## src/rtl/func_gen_pkg.sv

```systemverilog
// Shared constants for the waveform controller.
// Holds the requested-mode and controller-state encodings and the
// generator sample width. Imported by wave_ctrl and wave_prescaler.
package func_gen_pkg;

  localparam int SAMPLE_W = 8;

  typedef enum logic [1:0] {
    MODE_SINE   = 2'd0,
    MODE_SQUARE = 2'd1,
    MODE_TRI    = 2'd2,
    MODE_OFF    = 2'd3
  } mode_t;

  typedef enum logic [1:0] {
    ST_OFF     = 2'd0,
    ST_RUN     = 2'd1,
    ST_DRAIN   = 2'd2,
    ST_RESTART = 2'd3
  } state_t;

endpackage

```

## src/rtl/wave_prescaler.sv

```systemverilog
// Programmable step prescaler for the waveform generators.
// Ports:
//   clk   - clock, rising edge
//   rst   - synchronous reset, active-low
//   run   - count enable (controller in RUN or DRAIN)
//   clear - restart the period from zero and load a fresh div
//   div   - period minus one, sampled only when a period starts
//   tick  - high in the cycle the count equals the loaded period
module wave_prescaler
  import func_gen_pkg::*;
#(
  parameter int DIV_W = 8
) (
  input  logic             clk,
  input  logic             rst,
  input  logic             run,
  input  logic             clear,
  input  logic [DIV_W-1:0] div,
  output logic             tick
);

  logic [DIV_W-1:0] count;
  logic [DIV_W-1:0] period;

  assign tick = run && (count == period);

  // The period is reloaded only when a new period starts (clear or wrap),
  // so a div change mid-count lands in the following period.
  always_ff @(posedge clk) begin
    if (!rst) begin
      count  <= '0;
      period <= '0;
    end else if (clear) begin
      count  <= '0;
      period <= div;
    end else if (run) begin
      if (tick) begin
        count  <= '0;
        period <= div;
      end else begin
        count <= count + 1'b1;
      end
    end
  end

endmodule

```

## src/rtl/wave_ctrl.sv

```systemverilog
// Waveform mode controller.
// Accepts mode requests, drains the running waveform until a rising zero
// crossing (or a timeout), restarts the generators and drives a scaled,
// registered output sample.
// Ports:
//   clk, rst           - clock; synchronous active-low reset
//   mode_req/valid     - requested mode (0 sine,1 square,2 tri,3 off) + strobe
//   mode_ready         - request can be accepted this cycle
//   div                - generator step period minus one
//   amp_sel            - arithmetic right-shift amount 0..3
//   sin_in/sq_in/tri_in- signed generator samples
//   gen_en, gen_rst    - generator step strobe and restart pulse
//   wave_out           - registered scaled sample of the active mode
//   mode_cur           - mode driving wave_out
//   busy               - DRAIN or RESTART in progress
module wave_ctrl
  import func_gen_pkg::*;
#(
  parameter int DIV_W   = 8,
  parameter int TIMEOUT = 255
) (
  input  logic             clk,
  input  logic             rst,
  input  logic [1:0]       mode_req,
  input  logic             mode_valid,
  output logic             mode_ready,
  input  logic [DIV_W-1:0] div,
  input  logic [1:0]       amp_sel,
  input  logic [7:0]       sin_in,
  input  logic [7:0]       sq_in,
  input  logic [7:0]       tri_in,
  output logic             gen_en,
  output logic             gen_rst,
  output logic [7:0]       wave_out,
  output logic [1:0]       mode_cur,
  output logic             busy
);

  localparam int CNT_W = (TIMEOUT > 1) ? $clog2(TIMEOUT + 1) : 1;
  // Compare against TIMEOUT-1 so the exit edge is the one where the counter
  // reaches TIMEOUT: DRAIN then lasts exactly TIMEOUT cycles.
  localparam logic [CNT_W-1:0] DRAIN_LAST = CNT_W'(TIMEOUT - 1);

  function automatic logic signed [SAMPLE_W-1:0] atten(
    input logic signed [SAMPLE_W-1:0] s,
    input logic [1:0]                 sh
  );
    atten = s >>> sh;
  endfunction

  state_t                      state;
  state_t                      state_next;
  logic [1:0]                  mode_nxt;
  logic [CNT_W-1:0]            drain_cnt;
  logic                        prev_neg;
  logic                        accept;
  logic                        enter_drain;
  logic                        drain_exit;
  logic                        run;
  logic signed [SAMPLE_W-1:0]  sample_p0;

  assign run    = (state == ST_RUN) || (state == ST_DRAIN);
  assign accept = mode_valid && mode_ready;

  wave_prescaler #(.DIV_W(DIV_W)) u_prescaler (
    .clk   (clk),
    .rst   (rst),
    .run   (run),
    .clear (state == ST_RESTART),
    .div   (div),
    .tick  (gen_en)
  );

  always_comb begin
    unique case (mode_cur)
      MODE_SINE:   sample_p0 = $signed(sin_in);
      MODE_SQUARE: sample_p0 = $signed(sq_in);
      MODE_TRI:    sample_p0 = $signed(tri_in);
      default:     sample_p0 = '0;
    endcase
  end

  // Rising zero crossing between two consecutive step samples, or timeout.
  assign drain_exit = (gen_en && prev_neg && !sample_p0[SAMPLE_W-1]) ||
                      (drain_cnt == DRAIN_LAST);

  always_ff @(posedge clk) begin
    if (!rst) state <= ST_OFF;
    else      state <= state_next;
  end

  always_comb begin
    state_next  = state;
    mode_ready  = 1'b0;
    busy        = 1'b0;
    gen_rst     = 1'b0;
    enter_drain = 1'b0;
    unique case (state)
      ST_OFF: begin
        mode_ready = 1'b1;
        if (mode_valid && (mode_req != MODE_OFF)) state_next = ST_RESTART;
      end
      ST_RUN: begin
        mode_ready = 1'b1;
        if (mode_valid && (mode_req != mode_cur)) begin
          state_next  = ST_DRAIN;
          enter_drain = 1'b1;
        end
      end
      ST_DRAIN: begin
        busy = 1'b1;
        if (drain_exit) state_next = (mode_nxt == MODE_OFF) ? ST_OFF : ST_RESTART;
      end
      ST_RESTART: begin
        busy       = 1'b1;
        gen_rst    = 1'b1;
        state_next = ST_RUN;
      end
    endcase
  end

  // ---- stage p0 -> output register ----
  always_ff @(posedge clk) begin
    if (!rst) begin
      mode_cur  <= MODE_OFF;
      mode_nxt  <= MODE_OFF;
      drain_cnt <= '0;
      prev_neg  <= 1'b0;
      wave_out  <= '0;
    end else begin
      if (accept) mode_nxt <= mode_req;
      if (state == ST_RESTART)
        mode_cur <= mode_nxt;
      else if ((state == ST_DRAIN) && (state_next == ST_OFF))
        mode_cur <= MODE_OFF;
      if (enter_drain) begin
        drain_cnt <= '0;
        prev_neg  <= 1'b0;
      end else begin
        if (state == ST_DRAIN) drain_cnt <= drain_cnt + 1'b1;
        if (gen_en) prev_neg <= sample_p0[SAMPLE_W-1];
      end
      // Looking at the next state keeps wave_out at zero for every OFF cycle.
      wave_out <= (state_next == ST_OFF) ? '0 : atten(sample_p0, amp_sel);
    end
  end

endmodule
```

## config.mk

```make
export PLATFORM = sky130hd
export DESIGN_NAME = wave_ctrl
export DESIGN_NICKNAME = d
export VERILOG_FILES = /design/src/rtl/func_gen_pkg.sv /design/src/rtl/wave_prescaler.sv /design/src/rtl/wave_ctrl.sv
export SDC_FILE = /design/constraint.sdc
export NUM_CORES = 1
export LEC_CHECK = 0
export ABC_AREA = 1
export CORE_MARGIN = 2
export CORE_UTILIZATION = 29
export CTS_CLUSTER_DIAMETER = 50
export CTS_CLUSTER_SIZE = 20
export DETAILED_ROUTE_END_ITERATION = 6
export PLACE_DENSITY = 0.53
export SYNTH_ARGS = -nofsm -noshare
export SYNTH_HDL_FRONTEND = slang
export SYNTH_SLANG_ARGS = --single-unit
```

## constraint.sdc

```tcl
create_clock -name clk -period 2.6 [get_ports clk]
set_input_delay 0.26 -clock clk [delete_from_list [all_inputs] [get_ports clk]]
set_output_delay 0.26 -clock clk [all_outputs]
set_load 0.01 [all_outputs]
```

* After elaboration in Yosys (flattened, before gate mapping)
Cells that the tools add are included.
** Operators by class
- Equal/unequal tests :: 10
- Reduce and logical (&&, ||, !) cells :: 22
- Bitwise logic cells :: 1
- Muxes and demuxes :: 17
- Shift-type cells :: 1
- Add/subtract/negate cells :: 2
** Operator list (count)
- 8-bit 2-to-1 mux :: 4
- 8-bit case mux with 3 select lines :: 1
- 8-bit by 1-bit adder with 8-bit output (second input constant) :: 2
- 2-bit 2-to-1 mux :: 6
- 2-bit OR reduction :: 5
- 2-bit == test (second input constant) :: 4
- 8-bit == test :: 1
- 8-bit == test (second input constant) :: 1
- 2-bit case mux with 4 select lines :: 1
- 8-bit by 2-bit >>> shifter with 8-bit output :: 1
- 1-bit logical AND :: 7
- 2-bit logical NOT :: 3
- 2-bit nonzero test :: 3
- 1-bit 2-to-1 mux :: 5
- 2-bit by 1-bit == test with 1-bit output (second input constant) :: 2
- 1-bit logical OR :: 2
- 2-bit inequality test :: 1
- 2-bit inequality test (second input constant) :: 1
- 2-bit AND reduction :: 1
- 1-bit logical NOT :: 1
- 1-bit inverter :: 1
** Storage, ports and cells
- Logic and storage cells :: 61
- Output and inout bits :: 14
- Register bits after elaboration :: 39

* Logic depth before layout (Yosys ltp)
Gate-level depths: netlist (run 1).
- Word-level depth :: 12
- Depth in mapped cells :: 17

* By module
Synthesis (run 1) repeated with hierarchy kept, for this count alone.
** Second synthesis, totals
- Cells, all modules :: 333
- Area total of the unflattened synthesis :: 2324.7 um^2
** Modules (own cells, without submodules)
- wave_ctrl :: area each 1435.1 um^2, times used 1, cells an instance 198
- wave_prescaler :: area each 889.6 um^2, times used 1, cells an instance 135

* Worst setup path after synthesis (run 1)
Ideal clock, no wire load.
- Path kind :: register to register
- Start :: reg state[0]
- End :: reg wave_out[2]
- Setup slack :: 0.619 ns
- Data arrival time :: 1.860 ns
- Path buffers :: 1
- Stages on the path, launching flop included :: 17
- Period minus slack after synthesis :: 1.981 ns
- Path through :: dfxtp_1 > inv_1 > ha_1 > buf_2 > inv_1 > a21oi_1 > nand3_1 > nor2_1 > nand3_2 > nand2_2 > nand2_2 > nand3_1 > nand2_1 > nand3_2 > inv_2 > nor2_8 > a21oi_2
** On the way
- Cells in the longest elaborated chain, start to end :: 10
- Elaborated cells on any way between the ends :: 15
- Classes of those cells :: eq/ne: 3; mux: 4; reduce/logical: 8
** Ends and longest elaborated chain
- start: declaration :: line wave_ctrl.sv:51 : state_t state;
- start signal: assignment :: line wave_ctrl.sv:89 : else state <= state_next;
- 2-bit by 1-bit == test with 1-bit output or 2-bit == test (tied branches) :: line wave_ctrl.sv:62 : assign run = (state == ST_RUN) || (state == ST_DRAIN);
- 1-bit logical OR (*) :: line wave_ctrl.sv:62
- named net run :: line wave_ctrl.sv:59 : logic run;
- 1-bit logical AND (*) :: line wave_prescaler.sv:25 : assign tick = run && (count == period);
- 1-bit logical AND (*) (2 in series) :: line wave_ctrl.sv:84 : assign drain_exit = (gen_en && prev_neg && !sample_p0[SAMPLE_W-1]) ||
- 1-bit logical OR (*) :: line wave_ctrl.sv:84
- 2-bit 2-to-1 mux (*) :: line wave_ctrl.sv:112 : if (drain_exit) state_next = (mode_nxt == MODE_OFF) ? ST_OFF : ST_RESTART;
- 2-bit case mux with 4 select lines (*) :: line wave_ctrl.sv:98 : unique case (state)
- 2-bit logical NOT (*) :: line wave_ctrl.sv:144 : wave_out <= (state_next == ST_OFF) ? '0 : atten(sample_p0, amp_sel);
- 2-bit OR reduction (no line) (*)
- end signal: assignment :: line wave_ctrl.sv:144
- end: declaration :: line wave_ctrl.sv:34 : output logic [7:0] wave_out,
The timed path passes the listed nets; every way through them passes the cells marked *.
A chain may end at the register's enable or synchronous reset.

* Final worst setup path (run 1)
- Start :: reg state[1]
- End :: out gen_en
** On the way
- Cells in the longest elaborated chain, start to end :: 3
- Elaborated cells on any way between the ends :: 4
- Classes of those cells :: eq/ne: 2; reduce/logical: 2
** Ends and longest elaborated chain
- 2-bit by 1-bit == test with 1-bit output or 2-bit == test (tied branches) :: line wave_ctrl.sv:62
- 1-bit logical OR (*) :: line wave_ctrl.sv:62
- named net run :: line wave_ctrl.sv:59
- 1-bit logical AND (*) :: line wave_prescaler.sv:25
- end: declaration :: line wave_ctrl.sv:32 : output logic gen_en,
Marks and branches as above.

==> results.json, run 1 <==
{
  "timing.hold.ws_ps": 470.8,
  "num-fill-cells": 757,
  "gp_congestion": 0.8155,
  "ys_ff_latch": 39,
  "crit_path_max_incr_delay_ps": 580,
  "tns_ps": 0,
  "cts_buffers": 5,
  "crit_type": "reg2out",
  "setup_viol": 0,
  "leakagePower_uw": 0.001214,
  "synthSimpleGateAreaFrac_pct": 37.72,
  "dieArea_um2": 8356,
  "grt.overflow.total": 0,
  "syn_area_per_cell_um2": 6.946,
  "syn-num-nets": 366,
  "cts.clk_slew.worst_paths_ps": 80,
  "wl_um": 5075,
  "crit_buf_inv": 2,
  "grt_pass1_vias": 2034,
  "layout_min_cycle_time_ps": 2439,
  "synthToLayoutAreaGrowth_pct": 33.37,
  "final_antenna_net_count": 0,
  "pre_cts_ws_ps": 389.0,
  "multi_input_area_um2": 1265,
  "vias": 2099,
  "synthAdderAreaFrac_pct": 4.517,
  "yosysTopAreaCellShare_pct": 35.23,
  "synth_cells": 319,
  "ios": 53,
  "drcViolationCount": 0,
  "drt_first_iter_violations": 86,
  "rsz0062_at_grt": "false",
  "critPathCaptureType": "output port",
  "fmax_mhz": 410.0,
  "start_util_pct": 30.23,
  "cts_sinks": 39,
  "seqCellArea_um2": 780.7,
  "start_kind": "flip-flop",
  "core-area_um2": 7331,
  "synth_top_family_by_area": "simple AND/OR/NAND/NOR gates",
  "ctsResizeCount": 0,
  "finalMaxSlewViolations": 0,
  "grt.total_usage_pct": 13.13,
  "chipWidth_um": 91.41,
  "fin_util_pct": 40.31,
  "avgRoutedWirePerCell_um": 10.68,
  "async_reset_ff_share_pct": 0,
  "max-cap-violations": 0,
  "antenna_cells": 0,
  "crit_slowest_cell": "clkdlybuf4s50_1",
  "cts_buffer_depth": 2,
  "clock_skew_ps": 11.31,
  "holdBufCountCts": 0,
  "synth-compound-area-share_pct": 9.656,
  "netlist_area_um2": 2216,
  "fin_nets": 422,
  "root_buffer": "clkbuf_8",
  "post_cts.repair.setup_buffers": 0,
  "worstPathRequired_ps": 2340,
  "ff2ff_path_depth": 15,
  "clock_latency_ps": 290,
  "hold_path_class": "reg2reg",
  "first_pass_iters": 4,
  "grt_max_degree": 15,
  "grt_pass1_wl_um": 9039,
  "slew_headroom_pct": 76.75,
  "antenna_found_initial": 0,
  "yosysWarnings": 0,
  "synthTopCellsByArea": "dfxtp_1 (35%), nand2_1 (14%), nand3_1 (6.1%)",
  "port_buffers": 52,
  "dp_hpwl_um": 4168,
  "critPathTopFamily": "buffers and inverters",
  "timing.final.crit_share_pct": 93.82,
  "path_cells": "inv_1 > ha_2 > nand3_1 > nor3_4 > clkdlybuf4s50_1",
  "ys_seq_area_share_pct": 35.23,
  "yosys.cell_count.top_type": "nand2_1",
  "power_density_nw_per_um2": 689.1,
  "worstPathMaxFanout": 8,
  "hold_violations": 0,
  "yosysUniqueCellTypes": 38,
  "hold_depth": 2,
  "drive_gt1_share_pct": 13.03,
  "yosysTopAreaCell": "dfxtp_1",
  "ys_top_cells_by_count": "nand2_1 (81), dfxtp_1 (39), nor2_1 (32)",
  "muxShareOfSynthArea_pct": 0.4517,
  "worstMarginPinSlew_ps": 347.9,
  "htree_num_levels": 2,
  "peakVddDrop_mv": 0.2881,
  "vias_per_cell": 4.419,
  "status": "finished clean",
  "cts_tree": "done",
  "crit_cells": 5,
  "setup_ws_ps": 160.7,
  "arrival_ps": 2180,
  "yosys_most_used_dff": "dfxtp_1",
  "placementRows": 31,
  "synth_xor_area_share_pct": 4.348,
  "synth_edf_count": 0,
  "die_h_um": 91.41
}
[power by group]
group | leakage, uW | switching [uW] | internal (uW)
logic | 0.000846 | 518 | 360
registers | 0.000317 | 52.6 | 676
clock network | 0.0000516 | 213 | 217
total | 0.00121 | 784 | 1250
[layer usage]
| layer | vias up | GRT usage, % | routed length [um] |
|---|---|---|---|
| li1 | 1129 | - | - |
| met1 | 901 | 17.49 | 2535 |
| met2 | 65 | 20.89 | 2162 |
| met3 | 4 | 2.905 | 313 |
| met4 | 0 | 4.419 | 64 |
| met5 | - | 0 | 0 |
[worst paths after layout]
check                                           start                     to  slack, ps
worst max-delay path                         state[1]                 gen_en        160
worst max register to register               state[1]            wave_out[3]        430
worst min-delay path            u_prescaler.period[6]  u_prescaler.period[6]        470
worst min register to register  u_prescaler.period[6]  u_prescaler.period[6]        470
[through the flow]
| stage | power [uW] | instance area (um^2) | cells |
|---|---|---|---|
| global placement | 1603 | 2850 | 467 |
| finish | 2037 | 2955 | 475 |
| CTS | 2042 | 2947 | 475 |
| detailed placement | 1604 | 2850 | 467 |
| floorplan | 1336 | 2216 | 319 |
| global route | 2215 | 2955 | 475 |
[worst register-to-register path, delay by kind of cell, from the launching register on]
family | cells | cell delay (ps)
flops | 1 | 360
simple gates | 9 | 850
buf+inv | 3 | 270
compound gates | 2 | 160
fa+ha+maj | 1 | 440
[cell families after synthesis]
kind of cell,Yosys count
adders and majority gates,8
muxes,1
DFF,39
buffers and inverters,46
and+or+nand+nor,178
xor gates and xnor gates,11
AOI/OAI and AO/OA,36
[sequential cells by signal, indices dropped and copies added, names as in the netlist]
name	cells
drain_cnt	8
u_prescaler.count	8
u_prescaler.period	8
wave_out	8
mode_cur	2
mode_nxt	2
state	2
prev_neg	1
[cell type report]
type                            instances  share of cell area (%)
Clock buffer                            6                   2.794
Clock inverter                          2                  0.4657
Inverter                               41                   5.207
Multi-Input combinational cell        234                   42.80
Sequential cell                        39                   26.42
Tap cell                               99                   4.191
Timing Repair Buffer                   54                   18.12
[placed cells by master (no fill, tap or decap), types with 3 or more instances in the layout]
master,netlist,final
xor2_1,8,8
a21oi_2,3,3
nand4_1,4,4
o21ai_0,3,3
nor2_1,32,32
inv_2,8,8
xnor2_1,3,3
clkbuf_8,0,6
inv_1,31,31
or2_2,8,8
dfxtp_1,39,39
nand2_2,4,4
o21ai_1,8,8
clkdlybuf4s50_1,0,52
nand3_1,27,27
nor3_1,5,5
nand2_1,81,81
a21oi_1,14,14
nor2_2,7,7
nand3_2,3,3
ha_1,8,7
Power figures use the tool's default switching activity.
==> inputs of run 2 (changes only) <==
--- a/config.mk
+++ b/config.mk
@@ -6,7 +6,7 @@
 export NUM_CORES = 1
 export LEC_CHECK = 0
 export ABC_AREA = 1
-export CORE_MARGIN = 2
+export CORE_MARGIN = 10
 export CORE_UTILIZATION = 29
 export CTS_CLUSTER_DIAMETER = 50
 export CTS_CLUSTER_SIZE = 20
==> run 2 against run 1 <==
  * Non-clock buffer count unchanged
  * Maximum frequency grew 0.39%
  * Clock-buffer cell count stayed put
  * Combinational power is 1% higher
  * Via count grew 1.6%
  * Clock skew down 6.3 ps
  * Utilization is 0.085 points higher
  * Sequential power about the same
  * Global-route usage shrank 3.4 points
  * Routed wire length rose by 9.1%
  * Sequential cell count did not move
  * Critical path depth did not move
  * Critical path type unchanged
==> results.json, run 2 (synthesis results as in run 1) <==
{
  "setup_ws_ps": 170.1,
  "grt_max_degree": 15,
  "fin_nets": 422,
  "antenna_cells": 0,
  "status": "finished clean",
  "layout_common_cells": "nand2_1 (81), clkdlybuf4s50_1 (52), dfxtp_1 (39), nor2_1 (32), inv_1 (31)",
  "dieArea_um2": 11540,
  "vias": 2132,
  "crit_slowest_cell": "clkdlybuf4s50_1",
  "dp_hpwl_um": 4599,
  "worstMarginPinSlew_ps": 351.7,
  "cts_tree": "done",
  "num-fill-cells": 771,
  "rsz0062_at_grt": "false",
  "drive_gt1_share_pct": 12.53,
  "die_h_um": 107.4,
  "seqPwrFrac_pct": 34.8,
  "cts_buffer_depth": 2,
  "mostFrequentLayoutCell": "nand2_1",
  "critPathCaptureType": "output port",
  "finalMaxSlewViolations": 0,
  "hold_depth": 2,
  "grt.total_usage_pct": 9.772,
  "chipWidth_um": 107.4,
  "swShare_pct": 37.08,
  "post_cts.repair.setup_buffers": 0,
  "worstPathMaxFanout": 8,
  "grt_pass1_wl_um": 9266,
  "start_kind": "flip-flop",
  "leakagePower_uw": 0.001214,
  "holdBufCountCts": 0,
  "hold_violations": 0,
  "combPwrFrac_pct": 42.4,
  "vias_per_cell": 4.498,
  "port_buffers": 52,
  "pre_cts_ws_ps": 375.3,
  "critPathTopFamily": "buffers and inverters",
  "gp_congestion": 0.7795,
  "timing.final.crit_share_pct": 93.46,
  "wl_um": 5539,
  "power_density_nw_per_um2": 707.2,
  "root_buffer": "clkbuf_8",
  "peakVddDrop_mv": 0.2300,
  "clock_skew_ps": 5.008,
  "crit_path_max_incr_delay_ps": 580,
  "final_antenna_net_count": 0,
  "grt_pass1_vias": 2007,
  "fmax_mhz": 411.5,
  "setup_viol": 0,
  "crit_type": "reg2out",
  "core-area_um2": 7331,
  "cts.clk_slew.worst_paths_ps": 70,
  "crit_buf_inv": 2,
  "crit_cells": 5,
  "drt_first_iter_violations": 100,
  "ff2ff_path_depth": 15,
  "avgRoutedWirePerCell_um": 11.69,
  "cts_buffers": 5,
  "p_clk_share_pct": 22.8,
  "placementRows": 31,
  "worstPathRequired_ps": 2340,
  "path_cells": "inv_1 > ha_2 > nand3_1 > nor3_4 > clkdlybuf4s50_1",
  "first_pass_iters": 5,
  "slew_headroom_pct": 76.50,
  "cts_sinks": 39,
  "ios": 53,
  "htree_num_levels": 2,
  "layout_min_cycle_time_ps": 2430,
  "tns_ps": 0,
  "drcViolationCount": 0,
  "arrival_ps": 2170,
  "hold_path_class": "reg2reg",
  "grt.overflow.total": 0,
  "clock_latency_ps": 280,
  "start_util_pct": 30.23,
  "synthToLayoutAreaGrowth_pct": 33.65,
  "antenna_found_initial": 0,
  "max-cap-violations": 0,
  "internal-power_uw": 1318,
  "switchingPower_uw": 776.6
}
run 2: tightest hold or removal path: stages, from the launching register on:
cell and delay (ps):
dfxtp_1 310, inv_1 60, a21oi_1 50
run 2: power groups by stage:
stage / sequential, uW / clock [uW] / combinational [uW]
CTS: 730 / 496 / 876
floorplan: 738 / 0 / 598
detailed placement: 743 / 0 / 871
global placement: 744 / 0 / 864
finish: 730 / 477 / 888
global route: 740 / 518 / 1010
run 2: area by class of cell:
type	count	area, um^2	area share, %
inverter	41	153.9	5.196
tap	99	123.9	4.183
clock buffer	6	72.57	2.450
sequential	39	780.7	26.36
multi-input combinational	234	1265	42.71
clock inverter	1	30.03	1.014
timing repair buffer	54	535.5	18.08
run 2: path summary, 6_finish.rpt:
path	from	to	slack [ps]
setup / recovery	state[1]	gen_en	170
hold / removal	u_prescaler.period[6]	u_prescaler.period[6]	470
setup reg to reg	state[1]	wave_out[6]	390
hold reg to reg	u_prescaler.period[6]	u_prescaler.period[6]	470
run 2: what timing repair did:
action / 4_1_cts / 5_1_grt
endpoints found under the hold margin: 0 / 0
endpoints found under the setup margin: 0 / 1
gates resized for setup: 0 / 2
run 2: per-layer routing:
metal	vias up	wire length [um]	share of wire [%]	track usage (%)
met5	-	0	0	0
met2	57	2329	42	14.70
li1	1127	-	-	-
met3	4	410	7.4	3.713
met4	0	69	1.2	4.008
met1	944	2729	49	12.23
run 2: metrics by stage:
step,cell area (um^2),power (uW),util (%),instances,hold WS [ps]
global placement,2850,1608,38.88,467,458.0
floorplan,2216,1336,-,319,401.0
detailed placement,2850,1614,38.88,467,462.5
finish,2962,2094,40.40,474,470.1
global route,2962,2269,40.40,474,510.9
CTS,2953,2103,40.28,474,473.3
==> patch 1, RTL diff (flow settings as in run 1) <==
Set the parameter `TIMEOUT` to 510 (it was 255).
--- a/src/rtl/wave_ctrl.sv
+++ b/src/rtl/wave_ctrl.sv
@@ -17,7 +17,7 @@
   import func_gen_pkg::*;
 #(
   parameter int DIV_W   = 8,
-  parameter int TIMEOUT = 255
+  parameter int TIMEOUT = 510
 ) (
   input  logic             clk,
   input  logic             rst,
Check against the original RTL: no difference found for any inputs over 10 cycles, from zero or initial values and one cycle with rst low; that may be too few to reach the edited logic, so the function may still have changed.
==> patch 1 against run 1 <==
  * Core utilization is 0.45 points higher
  * Die area shrank 1.2%
  * Routed wire length up 2.4%
  * Highest routed layer unchanged
  * Synthesized area fell by 1.2%
  * First-iteration DRC count shrank 10%
  * Synthesized cell count down 1.6%
  * Power increased by 22%
  * Setup slack improved by 0.34 ns
  * Register-to-register slack improved by 0.10 ns
  * Sequential cell count up 1
  * Design area grew 0.59%
==> patch 1: results (changes against run 1) <==
| Metric | Value |
|---|---|
| Min-delay src | `u_prescaler.period[5]` |
| Critical path peak fanout | `7 (-1)` |
| Total routing usage reported by global routing | `0.1292 (-0.002094)` |
| Max incr delay on CP | `0.37 ns (-0.21 ns)` |
| Critical Path End | `gen_en` |
| Total routed wirelength | `5.196 mm (+2.4%)` |
| DP HPWL | `4.064 mm (-2.5%)` |
| Layout Skew | `0.002685 ns (-0.008620 ns)` |
| Flop2flop setup slack | `0.53 ns (+0.10 ns)` |
| Fillers | `789 (+4.2%)` |
| Clock transition at path regs | `0.08 ns (about the same)` |
| Met2 WL | `2.253 mm (+4.2%)` |
| DRT iter0 DRCs | `77 (-10%)` |
| Slew @ Worst Pin | `0.5141 ns (+0.1661 ns)` |
| R2r worst-path depth | `11 (-4)` |
| GR met2 Demand/Resource | `0.2096 (+0.0006310)` |
| Share of the synthesized area in the top cell type | `0.3659 (+0.01358)` |
| Dpl cells | `465 (-0.43%)` |
| Clock buffer depth | `2 (unchanged)` |
| Grt met1 use | `0.1634 (-0.01143)` |
| Status | `complete, no violations` |
| Layout cell share with drive strength beyond 1 | `0.1310 (+0.0006969)` |
| Maximum VDD drop | `0.2702 mV (-6.2%)` |
| Vias in the first global route | `1,882 (-7.5%)` |
| Metal3 WL | `255 um (-19%)` |
| Lkg Pwr | `0.001213 uW (-0.13%)` |
| Finished Layout Cells | `473 (-0.42%)` |
| Largest cells by area after synthesis | `dfxtp_1, nand2_1, nand3_1, inv_1, nor2_1` |
| Routed length on met1 | `2.597 mm (+2.4%)` |
| NumNets Final | `420 (-0.47%)` |
| Initial antenna violation count | `0 (unchanged)` |
| Sequential share of the synthesized area | `0.3659 (+0.01358)` |
| Commonest cells in the netlist | `nand2_1, dfxtp_1, inv_1` |
| Total number of vias | `2,102 (+0.14%)` |
| Worst Path Arrival | `1.84 ns (-0.34 ns)` |
| Met3 Use GR | `0.03756 (+0.008517)` |
| First-pass GRT wire length | `8.590 mm (-5.0%)` |
| WHS Endpoint | `u_prescaler.period[5]` |
| Syn nets | `361 (-1.4%)` |
| Avg Cell Area, Syn | `6.969 um2 (+0.33%)` |
| CP max stage cell | `dfxtp_1` |
| Clock latency at the later pin of the worst-skew pair | `0.29 ns (about the same)` |
| Post-cts resize count | `2 (+2)` |
| Yosys cell types | `37 (-2.6%)` |
| R2R Path End | `u_prescaler.period[5]` |
| Routability cong. | `0.8000 (-1.9%)` |
[patch 1: cell count changes after synthesis, sizes merged, moves of 2 or more]
cell          run 1  this run
nor2             42        37
a21oi            17        21
nor3              6         4
buf               4         2
nand2            85        82
or2               9         6
[patch 1: where the power goes]
group | total [uW] | leakage [uW] | internal, uW | switching (uW)
clock | 504 | 0.0000552 | 285 | 219
sequential | 816 | 0.000326 | 722 | 94.0
combinational | 1160 | 0.000832 | 495 | 669
total | 2480 | 0.00121 | 1500 | 982
[patch 1: kinds of logic after synthesis]
family / share of synthesized area
simple gates: 0.3499
buf+inv: 0.07776
fa+ha+maj: 0.04574
flops: 0.3659
xor+xnor: 0.04403
compound gates: 0.1166
[patch 1: cell type report]
cell class / count / area, um2 / area share
inverters: 41 / 153.9 / 0.05177
repair buffers: 56 / 553.0 / 0.1860
clock inverters: 2 / 35.03 / 0.01178
multi-input cells: 229 / 1232 / 0.4146
flip-flops and latches: 40 / 802.0 / 0.2698
well taps: 99 / 123.9 / 0.04167
clock buffers: 6 / 72.57 / 0.02441
[patch 1: stage by stage]
| stage | hold WS (ns) | cell area (um2) | setup WS (ns) |
|---|---|---|---|
| after global routing | 0.4896 | 2973 | 0.3289 |
| after detailed placement | 0.4648 | 2846 | 0.2553 |
| after global placement | 0.4596 | 2846 | 0.3111 |
| final | 0.4704 | 2973 | 0.5022 |
| after floorplan | 0.3732 | 2188 | 0.5946 |
| after CTS | 0.4783 | 2967 | 0.009188 |
[patch 1: worst reg2reg max path, delay by kind of cell (launching register included)]
kind / cells / cell delay, ns
adders and majority gates: 1 / 0.31
buffers and inverters: 3 / 0.30
and+or+nand+nor: 3 / 0.37
DFF: 1 / 0.37
AOI/OAI and AO/OA: 4 / 0.60
==> patch 2, RTL diff (flow settings as in run 1) <==
Without the edit above. Add an input register stage for `mode_req`, `mode_valid` and `div`, with the module's reset; this delays them by one clock. The other inputs are not delayed to match.
--- a/src/rtl/wave_ctrl.sv
+++ b/src/rtl/wave_ctrl.sv
@@ -41,6 +41,22 @@
   // reaches TIMEOUT: DRAIN then lasts exactly TIMEOUT cycles.
   localparam logic [CNT_W-1:0] DRAIN_LAST = CNT_W'(TIMEOUT - 1);
 
+  logic [1:0] mode_req_q;
+  logic mode_valid_q;
+  logic [DIV_W-1:0] div_q;
+
+  always_ff @(posedge clk) begin
+    if (!rst) begin
+      mode_req_q   <= '0;
+      mode_valid_q <= '0;
+      div_q        <= '0;
+    end else begin
+      mode_req_q   <= mode_req;
+      mode_valid_q <= mode_valid;
+      div_q        <= div;
+    end
+  end
+
   function automatic logic signed [SAMPLE_W-1:0] atten(
     input logic signed [SAMPLE_W-1:0] s,
     input logic [1:0]                 sh
@@ -60,14 +76,14 @@
   logic signed [SAMPLE_W-1:0]  sample_p0;
 
   assign run    = (state == ST_RUN) || (state == ST_DRAIN);
-  assign accept = mode_valid && mode_ready;
+  assign accept = mode_valid_q && mode_ready;
 
   wave_prescaler #(.DIV_W(DIV_W)) u_prescaler (
     .clk   (clk),
     .rst   (rst),
     .run   (run),
     .clear (state == ST_RESTART),
-    .div   (div),
+    .div   (div_q),
     .tick  (gen_en)
   );
 
@@ -98,11 +114,11 @@
     unique case (state)
       ST_OFF: begin
         mode_ready = 1'b1;
-        if (mode_valid && (mode_req != MODE_OFF)) state_next = ST_RESTART;
+        if (mode_valid_q && (mode_req_q != MODE_OFF)) state_next = ST_RESTART;
       end
       ST_RUN: begin
         mode_ready = 1'b1;
-        if (mode_valid && (mode_req != mode_cur)) begin
+        if (mode_valid_q && (mode_req_q != mode_cur)) begin
           state_next  = ST_DRAIN;
           enter_drain = 1'b1;
         end
@@ -128,7 +144,7 @@
       prev_neg  <= 1'b0;
       wave_out  <= '0;
     end else begin
-      if (accept) mode_nxt <= mode_req;
+      if (accept) mode_nxt <= mode_req_q;
       if (state == ST_RESTART)
         mode_cur <= mode_nxt;
       else if ((state == ST_DRAIN) && (state_next == ST_OFF))
Function: changed (Yosys sat finds a counterexample within 4 cycles, from zero or initial values and one cycle with rst low).
==> patch 2 against run 1 <==
  * Count of clock-buffer cells in the layout is 1 lower
  * Synthesized area is 14% higher
  * Routed wire length grew 6.5%
  * Design area is 11% higher
  * Register-to-register slack better by 0.02 ns
  * Via count grew 6.9%
  * Sequential cell count increased by 11
  * Power increased by 5.8%
  * Setup slack better by 0.045 ns
  * Highest routed layer unchanged
  * Die area grew 13%
==> patch 2: results (changes against run 1) <==
| Metric | Value |
|---|---|
| Status | `complete, no violations` |
| R2R Path End | `u_prescaler.period[4]` |
| Pin count of the biggest net entering global routing | `24 (+9)` |
| First-pass GRT wire length | `9.528 mm (+5.4%)` |
| Clock latency at the later pin of the worst-skew pair | `0.31 ns (+0.02 ns)` |
| DP HPWL | `4.261 mm (+2.2%)` |
| CTS Buf Count | `5 (unchanged)` |
| GR met2 Demand/Resource | `0.2067 (-0.002215)` |
| WHS Path Cells | `3 (+1)` |
| R2r startpoint | `state[0]` |
| Metal3 WL | `218 um (-30%)` |
| Yosys cell types | `34 (-11%)` |
| Met3 Use GR | `0.02662 (-0.002427)` |
| Initial antenna violation count | `0 (unchanged)` |
| Post-route ant nets | `0 (unchanged)` |
| Grt met1 use | `0.1483 (-0.02653)` |
| Clock buffer depth | `2 (unchanged)` |
| Flop2flop setup slack | `0.45 ns (+0.02 ns)` |
| Drt pass-1 iters | `4 (unchanged)` |
| Total routing usage reported by global routing | `0.1215 (-0.009786)` |
| Routability cong. | `0.8330 (+2.1%)` |
| H-tree levels | `2 (unchanged)` |
| Largest delay share family, worst path | `buffers and inverters` |
| DR vias/cell | `4.349 (-1.6%)` |
| Max incr delay on CP | `0.58 ns (about the same)` |
| Dpl cells | `508 (+8.8%)` |
| Maximum VDD drop | `0.2426 mV (-16%)` |
| Lkg Pwr | `0.001411 uW (+16%)` |
| Worst Path Arrival | `2.13 ns (-0.05 ns)` |
| Avg Cell Area, Syn | `7.162 um2 (+3.1%)` |
| DR top layer | `met4` |
| Total number of vias | `2,244 (+6.9%)` |
| Clock transition at path regs | `0.10 ns (+0.02 ns)` |
| Rel. slew slack | `0.6562 (-0.1113)` |
| Commonest cells in the netlist | `nand2_1, inv_1, dfxtp_1` |
| Min-delay src | `mode_req[1]` |
| Hold Path Class | `primary input to flip-flop` |
| Largest cells by area after synthesis | `dfxtp_1, nand2_1, inv_1, nand3_1, nor2_1` |
| Layout cell share with drive strength beyond 1 | `0.1127 (-0.01757)` |
| Max-cap viol count | `0 (unchanged)` |
| NumNets Final | `454 (+7.6%)` |
| Layout Skew | `0.009034 ns (-0.002272 ns)` |
| DRT iter0 DRCs | `72 (-16%)` |
| Async SR Flop Fraction | `0 (unchanged)` |
| CP max stage cell | `clkdlybuf4s50_1` |
| R2r worst-path depth | `11 (-4)` |
| Syn nets | `399 (+9.0%)` |
| Met2 WL | `2.513 mm (+16%)` |
| Sequential share of the synthesized area | `0.3970 (+0.04468)` |
| Routed WL per cell | `10.48 um (-1.9%)` |
| Routed length on met1 | `2.549 mm (+0.55%)` |
| Synth warn | `0 (unchanged)` |
| Ant. Diodes | `0 (unchanged)` |
| WHS Endpoint | `mode_req_q[1]` |
| Fillers | `920 (+22%)` |
==> patch 2: kinds of logic after synthesis <==
kind of cell    synth area share
fa+ha+maj                0.03970
simple gates              0.3231
mux                     0.003970
flops                     0.3970
compound gates            0.1017
xor+xnor                 0.04169
buf+inv                  0.09280
==> patch 2: worst max-delay path by stage <==
| stage | from | to | slack, ns | cells past startpoint |
|---|---|---|---|---|
| 2_1_floorplan | state[0] | wave_out[0] | 0.59 | 16 |
| 3_3_place_gp | state[0] | gen_en | 0.32 | 6 |
| 3_5_place_dp | state[1] | gen_en | 0.27 | 6 |
| 4_1_cts | state[1] | gen_en | 0.06 | 6 |
| 5_1_grt | state[0] | gen_en | 0.03 | 6 |
| 6_report | state[0] | gen_en | 0.21 | 6 |
==> patch 2: area by class of cell <==
cell class,instances,share of cell area
inverters,53,0.06157
multi-input cells,243,0.3989
clock inverters,3,0.007648
flip-flops and latches,50,0.3059
clock buffers,5,0.02103
repair buffers,54,0.1637
well taps,108,0.04130
==> patch 2: where the power goes <==
group	switching (uW)	internal, uW
Clock	284	195
Sequential	44.9	839
Combinational	458	335
Total	787	1370
==> patch 2: repair_timing <==
action / in CTS / in global routing
endpoints found under the setup margin: 1 / 1
buffers inserted: 0 / 0
resized for setup: 2 / 2
==> patch 2: through the flow <==
stage / total power (uW) / hold WS, ns / instance area [um2] / util / setup slack, ns
after floorplan: 1429 / 0.3576 / 2521 / - / 0.5937
after global placement: 1664 / 0.4634 / 3159 / 0.3676 / 0.3167
after detailed placement: 1670 / 0.4676 / 3159 / 0.3676 / 0.2663
after CTS: 2163 / 0.4527 / 3262 / 0.3796 / 0.05844
after global routing: 2332 / 0.4734 / 3272 / 0.3808 / 0.03137
final: 2155 / 0.4640 / 3272 / 0.3808 / 0.2053
